<file path="src/rtl/snn_pkg.sv">
// rtl/snn_pkg.sv - shared types for the spike AER encoder
package snn_pkg;

   typedef enum logic [1:0] {
      IDLE = 2'd0,
      SCAN = 2'd1,
      EOT  = 2'd2
   } aer_state_t;

   // Widest supported event address; encoders narrower than this leave upper bits zero.
   localparam int AER_ADDR_W_MAX = 16;

   typedef struct packed {
      logic [AER_ADDR_W_MAX-1:0] addr;
      logic                      eot;
   } aer_event_t;

endpackage

</file>
<file path="src/rtl/spike_prio_enc.sv">
// rtl/spike_prio_enc.sv - lowest-set-bit index search over a spike vector
module spike_prio_enc #(
   parameter int N = 16
) (
   input  logic [N-1:0]         vec,
   output logic [$clog2(N)-1:0] idx,
   output logic                 any
);
   localparam int AW = $clog2(N);

   // Scanning downward lets the lowest set bit win the last assignment.
   always_comb begin
      idx = '0;
      any = |vec;
      for (int i = N - 1; i >= 0; i--) begin
         if (vec[i]) idx = AW'(i);
      end
   end

endmodule

</file>
<file path="src/rtl/spike_aer_encoder.sv">
// rtl/spike_aer_encoder.sv - serialises a per-timestep spike vector into AER events
module spike_aer_encoder
   import snn_pkg::*;
#(
   parameter int N     = 16,
   parameter int CNT_W = 8
) (
   input  logic                 clk,
   input  logic                 reset,
   input  logic [N-1:0]         spike_in,
   input  logic                 tick,
   output logic                 tick_ready,
   output logic [$clog2(N)-1:0] aer_addr,
   output logic                 aer_eot,
   output logic                 aer_valid,
   input  logic                 aer_ready,
   output logic                 overrun,
   output logic [CNT_W-1:0]     overrun_count
);
   localparam int AW = $clog2(N);

   aer_state_t    state, state_n;
   logic [N-1:0]  pending, pending_n;
   logic [AW-1:0] scan_idx;
   logic          scan_any;
   logic          drop;
   aer_event_t    ev;
   logic          unused_ev_bits;

   spike_prio_enc #(.N(N)) u_prio_enc (
      .vec (pending),
      .idx (scan_idx),
      .any (scan_any)
   );

   always_comb begin
      state_n   = state;
      pending_n = pending;
      ev        = '0;
      aer_valid = 1'b0;
      case (state)
         IDLE: begin
            if (tick) begin
               pending_n = spike_in;
               state_n   = (|spike_in) ? SCAN : EOT;
            end
         end
         SCAN: begin
            aer_valid = 1'b1;
            ev.addr   = AER_ADDR_W_MAX'(scan_idx);
            // An empty pending vector here can only be defensive; fall through to EOT.
            if (!scan_any) begin
               state_n = EOT;
            end else if (aer_ready) begin
               pending_n = pending & ~(N'(1) << scan_idx);
               if (pending_n == '0) state_n = EOT;
            end
         end
         EOT: begin
            aer_valid = 1'b1;
            ev.eot    = 1'b1;
            if (aer_ready) state_n = IDLE;
         end
         default: state_n = IDLE;
      endcase
   end

   assign drop           = tick && (state != IDLE);
   assign tick_ready     = (state == IDLE);
   assign aer_addr       = ev.addr[AW-1:0];
   assign aer_eot        = ev.eot;
   assign unused_ev_bits = ^ev.addr;

   always_ff @(posedge clk) begin
      if (reset) begin
         state         <= IDLE;
         pending       <= '0;
         overrun       <= 1'b0;
         overrun_count <= '0;
      end else begin
         state   <= state_n;
         pending <= pending_n;
         if (drop) begin
            overrun <= 1'b1;
            if (overrun_count != '1) overrun_count <= overrun_count + CNT_W'(1);
         end
      end
   end

endmodule
</file>
<file path="config.mk">
export PLATFORM = sky130hd
export DESIGN_NAME = spike_aer_encoder
export DESIGN_NICKNAME = d
export VERILOG_FILES = /design/src/rtl/snn_pkg.sv /design/src/rtl/spike_prio_enc.sv /design/src/rtl/spike_aer_encoder.sv
export SDC_FILE = /design/constraint.sdc
export NUM_CORES = 1
export LEC_CHECK = 0
export CORE_MARGIN = 3
export CORE_UTILIZATION = 36
export CTS_CLUSTER_DIAMETER = 50
export CTS_CLUSTER_SIZE = 40
export DETAILED_ROUTE_END_ITERATION = 7
export PLACE_DENSITY_LB_ADDON = 0.15
export SYNTH_ARGS = -nofsm -noshare
export SYNTH_HDL_FRONTEND = slang
export SYNTH_HIERARCHICAL = 1
export SYNTH_SLANG_ARGS = --single-unit
</file>
<file path="constraint.sdc">
create_clock -name clk -period 2.5 [get_ports clk]
set_input_delay 0.375 -clock clk [delete_from_list [all_inputs] [get_ports clk]]
set_output_delay 0.375 -clock clk [all_outputs]
set_load 0.02 [all_outputs]
</file>
# Word level (Yosys, flattened, before mapping)
# Cells that the tools add are included.
# Widths: inputs -> output; s select.
[classes] n_addsub=1 eq_ne=9 shifts=1 muxes=30 bitwise_logic=2 n_reduce_logical=11
[op_table] operator="$mux 4" n=17
[op_table] operator="$mux 16" n=3
[op_table] operator="$pmux 16 s2" n=1
[op_table] operator="$reduce_or 16->1" n=2
[op_table] operator="$and 16x16->16" n=1
[op_table] operator="$logic_not 16->1" n=1
[op_table] operator="$not 16->16" n=1
[op_table] operator="$shl 1x4->16 const A" n=1
[op_table] operator="$mux 2" n=6
[op_table] operator="$add 8x1->8 const B" n=1
[op_table] operator="$ne 2x2->1 const B" n=4
[op_table] operator="$ne 8x8->1 const B" n=1
[op_table] operator="$reduce_and 4->1" n=2
[op_table] operator="$ne 3x3->1 const B" n=2
[op_table] operator="$pmux 2 s3" n=1
[op_table] operator="$reduce_bool 2->1" n=2
[op_table] operator="$eq 2x1->1 const B" n=1
[op_table] operator="$eq 2x2->1 const B" n=1
[op_table] operator="$logic_not 2->1" n=1
[op_table] operator="$mux 1" n=2
[op_table] operator="$reduce_and 2->1" n=1
[op_table] operator="$reduce_or 2->1" n=1
[op_table] operator="$logic_and 1x1->1" n=1
[totals] ff_bits=27 input_bits=20 out_inout_bits=16 word_cells=58

# Logic depth before layout (Yosys ltp)
# Gate-level depths: netlist of run 1.
[depth] word_depth=24 mapped_depth=12 ltp_nobuf=10

# Hierarchy
# The synthesis of run 1 kept the hierarchy.
[by_module_without_submodules] mod="spike_aer_encoder" instances=1 cells_per_inst=194 area_each_um2=1621.6 seq_area_each_um2=540.5
[by_module_without_submodules] mod="spike_prio_enc" instances=1 cells_per_inst=34 area_each_um2=176.4 seq_area_each_um2=0.0

# Worst setup path before layout of run 1
# OpenSTA, ideal clock, no wires.
[synth_path] kind="flip-flop to flip-flop" start="register pending[14]" end="register state[1]" setup_time_ps=79 arrival_time_ps=2398 t_required_ps=2421 slack_ps=23 path_stages_with_launch=10 path_buffers=0 synth_period_minus_slack_ps=2477 cell_sequence="dfxtp_1 -> nor4_1 -> o21ai_0 -> and3_1 -> or4b_4 -> a21oi_2 -> o22ai_1 -> nor4_2 -> o221ai_2 -> a211oi_2"
[synth_between] elab_chain_len=21 word_cells_on_any_way=25 classes_between="2 x eq/ne; 1 x shift; 17 x mux; 2 x bitwise; 3 x reduce/logical"
[synth_lines] item="start, declared" line="spike_aer_encoder.sv:23" source="logic [N-1:0] pending, pending_n;"
[synth_lines] item="start signal, assigned" line="spike_aer_encoder.sv:82" source="pending <= pending_n;"
[synth_lines] item="$mux 4 (15 in a row)" line="spike_prio_enc.sv:16" source="if (vec[i]) idx = AW'(i);"
[synth_lines] item="net scan_idx[2]" line="spike_aer_encoder.sv:24" source="logic [AW-1:0] scan_idx;"
[synth_lines] item="$shl 1x4->16" line="spike_aer_encoder.sv:55" source="pending_n = pending & ~(N'(1) << scan_idx);"
[synth_lines] item="$not 16->16" line="spike_aer_encoder.sv:55"
[synth_lines] item="$and 16x16->16" line="spike_aer_encoder.sv:55"
[synth_lines] item="$logic_not 16->1" line="spike_aer_encoder.sv:56" source="if (pending_n == '0) state_n = EOT;"
[synth_lines] item="$ne 3x3->1 (no line)"
[synth_lines] item="$reduce_and 4->1 (no line)"
[synth_lines] item="end signal, assigned" line="spike_aer_encoder.sv:81" source="state <= state_n;"
[synth_lines] item="end, declared" line="spike_aer_encoder.sv:22" source="aer_state_t state, state_n;"
# The timed path passes the listed nets, and every way through them passes these cells.
# A chain may end at the register's enable or synchronous reset.

# Worst setup path in the final report of run 1
[layout_path] start="register pending[15]" end="register state[0]"
[layout_between] elab_chain_len=22 word_cells_on_any_way=26 classes_between="2 x eq/ne; 1 x shift; 18 x mux; 2 x bitwise; 3 x reduce/logical"
[layout_lines] item="$mux 4 (16 in a row)" line="spike_prio_enc.sv:16"
[layout_lines] item="net scan_idx[1]" line="spike_aer_encoder.sv:24"
[layout_lines] item="$shl 1x4->16" line="spike_aer_encoder.sv:55"
[layout_lines] item="$not 16->16" line="spike_aer_encoder.sv:55"
[layout_lines] item="$and 16x16->16" line="spike_aer_encoder.sv:55"
[layout_lines] item="$logic_not 16->1" line="spike_aer_encoder.sv:56"
[layout_lines] item="$ne 3x3->1 (no line)"
[layout_lines] item="$reduce_and 4->1 (no line)"
# The timed path passes the listed nets, and every way through them passes these cells.

==> results by group, run 1 <==
Run status
  – Status: complete, but fails checks
  – Violated checks: setup timing

Floorplanning
  – DIE WIDTH: 76.7 um
  – Core area: around 4800 um2
  – Starting Density: a little under two fifths
  – Cell row count: 25
  – Area of the die: 5880 um2
  – # IOs: 36
  – Die height: between 70 and 80 um

Clock tree
  – CTS H-tree depth: 1
  – CTS Buf Count: 3
  – Root buffer cell: clkbuf_8
  – CTS Sinks: 27
  – Clock transition at path regs: roughly 0.10 ns
  – Maximum root-to-sink buffer count: 2
  – Worst skew pair latency: around 0.28 ns
  – CTS tree: built
  – CTS Hold Bufs: 0

Synthesis
  – Largest family of logic cells by synthesized area: simple AND/OR/NAND/NOR gates
  – Total of flip-flops plus latches after synthesis: 27
  – Synthesized cell area: 1800 um2
  – Avg Inst Size Synth: 7.89 um2
  – Top FF cell, synth: dfxtp_1
  – Mux contribution to synthesized area: ~1.1%
  – Sequential area share after synthesis: between 30% and 40%
  – Asr flop ratio synth: 0%
  – Complex-gate fraction of the synthesized area: between 20% and 30%
  – Adder-cell share of the synthesized area: roughly 2.8%
  – Post-synth EDFFs: 0
  – Post-Synth XOR/XNOR Area: roughly 2.4%
  – Simple-gate portion of the synthesized area: ~29%
  – Yosys synthesis warning count: 6
  – Cells after Synth: 228
  – Yosys cell types: 48
  – Synthesized net count: 252

Route
  – Per-cell routed wire length: roughly 15 um
  – Pre-antenna DRT Iters: 4
  – Final antenna-violating net count: 0
  – Via-to-Cell Ratio: ~5.4
  – Initial drt markers: 110
  – Via count: slightly below 2,000
  – Total Wirelength: ~5400 um
  – Drt drc: 0

Timing
  – Unrepaired setup endpoints after global routing: true
  – Period utilization: 104%
  – Final setup fails: 2
  – Worst-Margin Slew: between 0.6 and 0.7 ns
  – Max frequency: around 390 MHz
  – Clock period minus worst slack: approximately 2.6 ns
  – Final Hold Vio Count: 0
  – Clock Skew: around 0.0083 ns
  – Final Max Slew Viols: 0
  – Setup ws final: -0.0892 ns
  – Slew margin rel.: about three fifths

Power
  – Pwr Density: 1580 nW/um2
  – Pwr Total: between 4 and 5 mW
  – Peak VDD IR: 0.566 mV
  – Leak: about 1.0 nW

Global route
  – First-pass GRT wire length: 8940 um
  – Total GRT Usage: a little under a fifth
  – Initial antenna violation count: 0
  – Grt ovf: 0
  – Vias in the first global route: approximately 1,800
  – Largest net degree at the start of global routing: 24

Place
  – Hpwl dp: slightly above 4000 um
  – Placed cell area: 2480 um2
  – Port bufs: 35
  – GPL Wtd Cong: 0.889

Setup path
  – Buf/Inv on CP: 2
  – Critical path start-end classification: reg -> reg
  – Slowest cell on crit path: or4b_4
  – Worst setup EP type: flip-flop
  – Worst EP required: around 2.7 ns
  – CP delay by family, top: simple AND/OR/NAND/NOR gates
  – Critical path cell sequence: buf_4 -> nor2_2 -> o31ai_1 -> nand2_1 -> a31oi_2 -> buf_4 -> or4b_4 -> a21oi_2 -> o22ai_2 -> nor4_2 -> o221ai_2 -> mux2i_1
  – Worst Setup SP: pending[15]
  – R2R Path Start: pending[15]
  – CP startpoint kind: flip-flop
  – Crit Path Max Fanout: 5
  – Crit-path max cell delay: approximately 0.5 ns
  – Most frequent CP cell: buf_4
  – WP data arrival: between 2 and 3 ns

Final layout
  – Fraction of final layout cells sized beyond drive strength 1: between 20% and 30%
  – Area grow syn2layout: 47.2%
  – Ant diodes: 0
  – Final net count: around 330
  – Post-route cell area: ~2600 um2

Min path
  – HP Start: overrun
  – Hold Crit Class: reg -> reg

Flow run
  – Max Cap Viol: 0
==> power breakdown <==
part           total [mW]  internal [mW]  switching (mW)  leakage (nW)
logic                3.23           1.64            1.58         0.786
registers           0.709          0.558           0.151         0.224
clock network       0.251          0.112           0.139        0.0255
==> per-stage QoR <==
step	setup WS [ns]	setup TNS, ns	hold WS [ns]	std cells	utilization (%)
after detailed placement	-0.175	-0.332	0.439	363	51.8
after global routing	-0.224	-0.444	0.502	367	55.3
after global placement	-0.120	-0.207	0.436	363	51.8
final	-0.0892	-0.168	0.453	367	55.3
after CTS	-0.0654	-0.107	0.456	367	53.4
after floorplan	0.0229	0	0.469	228	-
==> cell type report <==
class | instances | area, um2
Fill cell | 466 | 2140
Multi-Input combinational cell | 179 | 1230
Sequential cell | 27 | 556
Timing Repair Buffer | 82 | 699
Tap cell | 67 | 83.8
Clock inverter | 1 | 5.00
Clock buffer | 3 | 41.3
Inverter | 8 | 30.0
==> cells in the mapped netlist, drive strengths merged, types with 4 or more instances <==
cell type / n / area share, %
clkbuf: 6 / 1.3
o31a: 4 / 1.9
nand2: 22 / 4.6
o22ai: 5 / 1.7
inv: 8 / 1.7
a21o: 8 / 3.3
and2: 4 / 1.4
dfxtp: 27 / 30
buf: 8 / 4.6
o21ai: 12 / 3.3
xor2: 4 / 1.9
a21oi: 23 / 6.6
ha: 4 / 2.8
nand2b: 6 / 2.1
nor2: 24 / 5.1
nor4: 11 / 4.5
a22oi: 8 / 3.3
==> logic make-up after synthesis <==
| kind of cell | Yosys count |
|---|---|
| buffers and inverters | 22 |
| xor gates and xnor gates | 5 |
| adders and majority gates | 4 |
| AOI/OAI and AO/OA | 74 |
| DFF | 27 |
| muxes | 2 |
| and+or+nand+nor | 94 |
==> cell usage in the layout, fill, tap and decap left out, drive strengths merged, types with 3 or more instances in the layout <==
| master | synthesis | routed |
|---|---|---|
| nand4bb | 3 | 3 |
| nor4 | 11 | 11 |
| o31a | 4 | 4 |
| nand4 | 3 | 3 |
| ha | 4 | 4 |
| nand3 | 3 | 3 |
| a22oi | 8 | 8 |
| nor2 | 24 | 24 |
| inv | 8 | 8 |
| o21ai | 12 | 12 |
| a21o | 8 | 8 |
| or3 | 3 | 3 |
| and2 | 4 | 4 |
| o22ai | 5 | 5 |
| nand2b | 6 | 6 |
| xor2 | 4 | 4 |
| a31oi | 3 | 3 |
| dfxtp | 27 | 27 |
| clkdlybuf4s50 | 0 | 31 |
| buf | 8 | 47 |
| clkbuf | 6 | 4 |
| nand4b | 3 | 3 |
| nor3 | 3 | 3 |
| and3 | 3 | 3 |
| a21oi | 23 | 23 |
| nand2 | 22 | 22 |
==> path summary, 6_finish.rpt <==
| kind | to | slack, ns | depth (start not counted) |
|---|---|---|---|
| min | overrun | 0.45 | 2 |
| max | state[0] | -0.09 | 12 |
| min reg2reg | overrun | 0.45 | 2 |
| max reg2reg | state[0] | -0.09 | 12 |
==> worst reg2reg max path: stages (launching register included) <==
cell and delay (ns):
dfxtp_4 0.38, buf_4 0.15, nor2_2 0.11, o31ai_1 0.08, nand2_1 0.09, a31oi_2 0.10
buf_4 0.17, or4b_4 0.50, a21oi_2 0.16, o22ai_2 0.09, nor4_2 0.34, o221ai_2 0.18
mux2i_1 0.15
==> sequential cells by signal, indices dropped and copies added (netlist names) <==
name and flops:
overrun 1, overrun_count 8, state 2, pending 16
==> routing by layer <==
metal  routed length, um  GRT usage (%)  up-vias
met3                 215           2.23        2
li1                    -              -      983
met2                2460           27.5       43
met5                   0              0        -
met4                  24           3.62        0
met1                2690           28.3      953
==> repair_timing <==
item	in CTS	in global routing
pin swaps	4	9
setup buffers	0	0
setup endpoints to repair	6	13
gates resized for setup	15	26
(Power assumes the default switching activity.)
==> run 2, diff against run 1 <==
--- a/config.mk
+++ b/config.mk
@@ -5,6 +5,7 @@
 export SDC_FILE = /design/constraint.sdc
 export NUM_CORES = 1
 export LEC_CHECK = 0
+export CAP_MARGIN = 30
 export CORE_MARGIN = 3
 export CORE_UTILIZATION = 36
 export CTS_CLUSTER_DIAMETER = 50
==> constraint.sdc (replaced) <==
create_clock -name clk -period 2.5 [get_ports clk]
set_input_delay 0.375 -clock clk [delete_from_list [all_inputs] [get_ports clk]]
set_output_delay 0.375 -clock clk [all_outputs]
set_load 0.05 [all_outputs]
==> run 2 against run 1 <==
Net effect: the flow still finishes with violations (setup timing); sequential share of layout area shrank 0.84 points; non-clock buffer count grew 2; cell count grew 0.54%; largest cell class unchanged; largest power group unchanged.
==> results by group, run 2 (synthesis results as in run 1) <==
Clock tree
  – CTS Hold Bufs: 0 (unchanged)
  – CTS Sinks: 27 (unchanged)
  – CTS tree: built
  – Clock transition at path regs: 0.10 ns (about the same)
  – CTS Buf Count: 3 (unchanged)
  – Root buffer cell: clkbuf_8
  – Maximum root-to-sink buffer count: 2 (unchanged)
  – CTS H-tree depth: 1 (unchanged)
  – Worst skew pair latency: 0.27 ns (about the same)

Final layout
  – Largest registers: pending x16, overrun_count x8, state x2
  – Fraction of final layout cells sized beyond drive strength 1: 30.5% (+2.5 points)
  – Commonest non-fill, non-tap cells in the layout: buf_4, clkdlybuf4s50_1, nand2_1
  – Top reg by flops: pending
  – Final net count: 327 (+0.62%)
  – Post-route cell area: 2750 um2 (+3.9%)
  – Fillers: 415 (-11%)
  – Max reg flops: 16 (unchanged)
  – Ant diodes: 0 (unchanged)
  – Fin util: 57.5% (+2.2 points)
  – Area grow syn2layout: 53.0%
  – Commonest non-fill, non-tap cell in the layout: buf_4

Power
  – Net switching power: 2.16 mW (+15%)
  – Switching Fraction: 47.2% (+2.4 points)
  – Flop pwr share: 15.8% (-1.1 points)
  – Peak VDD IR: 0.735 mV (+30%)
  – Pwr Density: 1660 nW/um2 (+5.0%)
  – Internal power: 2.41 mW (+4.3%)
  – Clock network power share: 5.5% (-0.5 points)
  – Comb pwr share: 78.7% (+1.6 points)
  – Leak: 1.07 nW (+3.2%)

Floorplanning
  – Core area: 4790 um2 (unchanged)
  – # IOs: 36 (unchanged)
  – DIE WIDTH: 76.7 um (unchanged)
  – Starting Density: 37.6% (unchanged)
  – Cell row count: 25 (unchanged)
  – Die height: 76.7 um (unchanged)
  – Area of the die: 5880 um2 (unchanged)

Run status
  – Violated checks: setup timing
  – Status: complete, but fails checks

Global route
  – GRT busiest layer: met2
  – Vias in the first global route: 1,952 (+5.9%)
  – Grt ovf: 0 (unchanged)
  – Total GRT Usage: 18.7% (+0.24 points)
  – Initial antenna violation count: 0 (unchanged)
  – Met1 usage: 26.1% (-2.2 points)
  – Largest net degree at the start of global routing: 24 (unchanged)
  – M3 GR Usage: 1.76% (-0.47 points)
  – First-pass GRT wire length: 9160 um (+2.4%)
  – Met2 GRT Util: 30.1% (+2.5 points)

Setup path
  – Crit Path Max Fanout: 9 (+4)
  – Worst EP required: 2.67 ns (about the same)
  – CP startpoint kind: flip-flop
  – Worst setup EP type: flip-flop
  – Critical path start-end classification: reg -> reg
  – WP data arrival: 2.72 ns (-0.03 ns)

Place
  – Placement Setup Slack: -0.216 ns (-0.0414 ns)
  – Placed cell area: 2520 um2 (+1.6%)
  – Port bufs: 35 (unchanged)
  – GPL Wtd Cong: 0.912 (+2.6%)
  – Hpwl dp: 4100 um (-0.62%)

Timing
  – Final Hold Vio Count: 0 (unchanged)
  – Period utilization: 102% (-1.6 points)
  – Worst-Margin Slew: 0.497 ns (-0.132 ns)
  – Unrepaired setup endpoints after global routing: true
  – Final setup fails: 2 (unchanged)
  – Final Max Slew Viols: 0 (unchanged)
  – Clock Skew: 0.00738 ns (-0.000911 ns)
  – Max frequency: 392 MHz (+1.5%)
  – Setup ws final: -0.0503 ns (+0.0389 ns)
  – Hold_ws: 0.454 ns (+0.00158 ns)
  – Slew margin rel.: 66.8% (+8.7 points)
  – Clock period minus worst slack: 2.55 ns (-0.0389 ns)
  – Setup_tns: -0.0975 ns (+0.0708 ns)

Route
  – Pre-antenna DRT Iters: 6 (+2)
  – Via-to-Cell Ratio: 5.49 (+1.8%)
  – Initial drt markers: 182 (+65%)
  – Via count: 2,027 (+2.3%)
  – Drt drc: 0 (unchanged)
  – Final antenna-violating net count: 0 (unchanged)
  – Total Wirelength: 5680 um (+5.3%)
  – Per-cell routed wire length: 15.4 um (+4.7%)

Min path
  – Hold Crit Class: reg -> reg

Flow run
  – Max Cap Viol: 0 (unchanged)
-- run 2: cell count changes in the layout (fill, tap and decap cells not counted), sizes merged --
cell and change:
buf +6, dlygate4sd2 -2, clkdlybuf4s15 -1, clkbuf -1
-- run 2: worst max-delay path, cell delays in order, from the launching register on --
cell and delay (ns):
dfxtp_2 0.37, buf_4 0.15, o31ai_2 0.24, nand2_1 0.11
a31oi_2 0.17, buf_4 0.20, nand2_1 0.14, nor4_1 0.28
o22ai_2 0.14, nor4_4 0.33, o221ai_2 0.17, mux2i_1 0.14
-- run 2: per-layer routing --
metal / wire [um] / up-vias
met5: 0 / -
met3: 305 / 10
met4: 104 / 0
met2: 2630 / 78
met1: 2630 / 948
li1: - / 991
-- run 2: metrics by stage --
stage / instances / power, mW
floorplan: 228 / 2.65
global placement: 362 / 3.75
detailed placement: 363 / 3.75
CTS: 369 / 4.18
global route: 369 / 4.85
finish: 369 / 4.57
-- run 2: repair_timing --
action | CTS | global route
gates resized for setup | 15 | 26
buffers inserted | 2 | 0
endpoints found under the setup margin | 2 | 2
pin swaps | 6 | 15
gates cloned | 0 | 0
-- run 2: layout make-up --
| cell class | count | area [um2] | area share, % |
|---|---|---|---|
| clock buffer | 3 | 41.3 | 1.50 |
| inverter | 8 | 30.0 | 1.09 |
| clock inverter | 1 | 5.00 | 0.182 |
| timing repair buffer | 84 | 766 | 27.8 |
| sequential | 27 | 554 | 20.2 |
| tap | 67 | 83.8 | 3.05 |
| multi-input combinational | 179 | 1270 | 46.2 |
-- run 2: power by group through the flow --
stage               logic (mW)  clock network (mW)  registers [mW]
floorplan                 1.94                   0           0.706
global placement          3.09                   0           0.661
detailed placement        3.09                   0           0.662
CTS                       3.26               0.256           0.668
global route              3.85               0.269           0.740
finish                    3.59               0.252           0.720
-- run 2: final timing paths --
check                                  from        to  slack, ns  depth (start not counted)
worst max register to register  pending[13]  state[0]      -0.05                         11
worst min-delay path                overrun   overrun       0.45                          2
worst min register to register      overrun   overrun       0.45                          2
worst max-delay path            pending[13]  state[0]      -0.05                         11
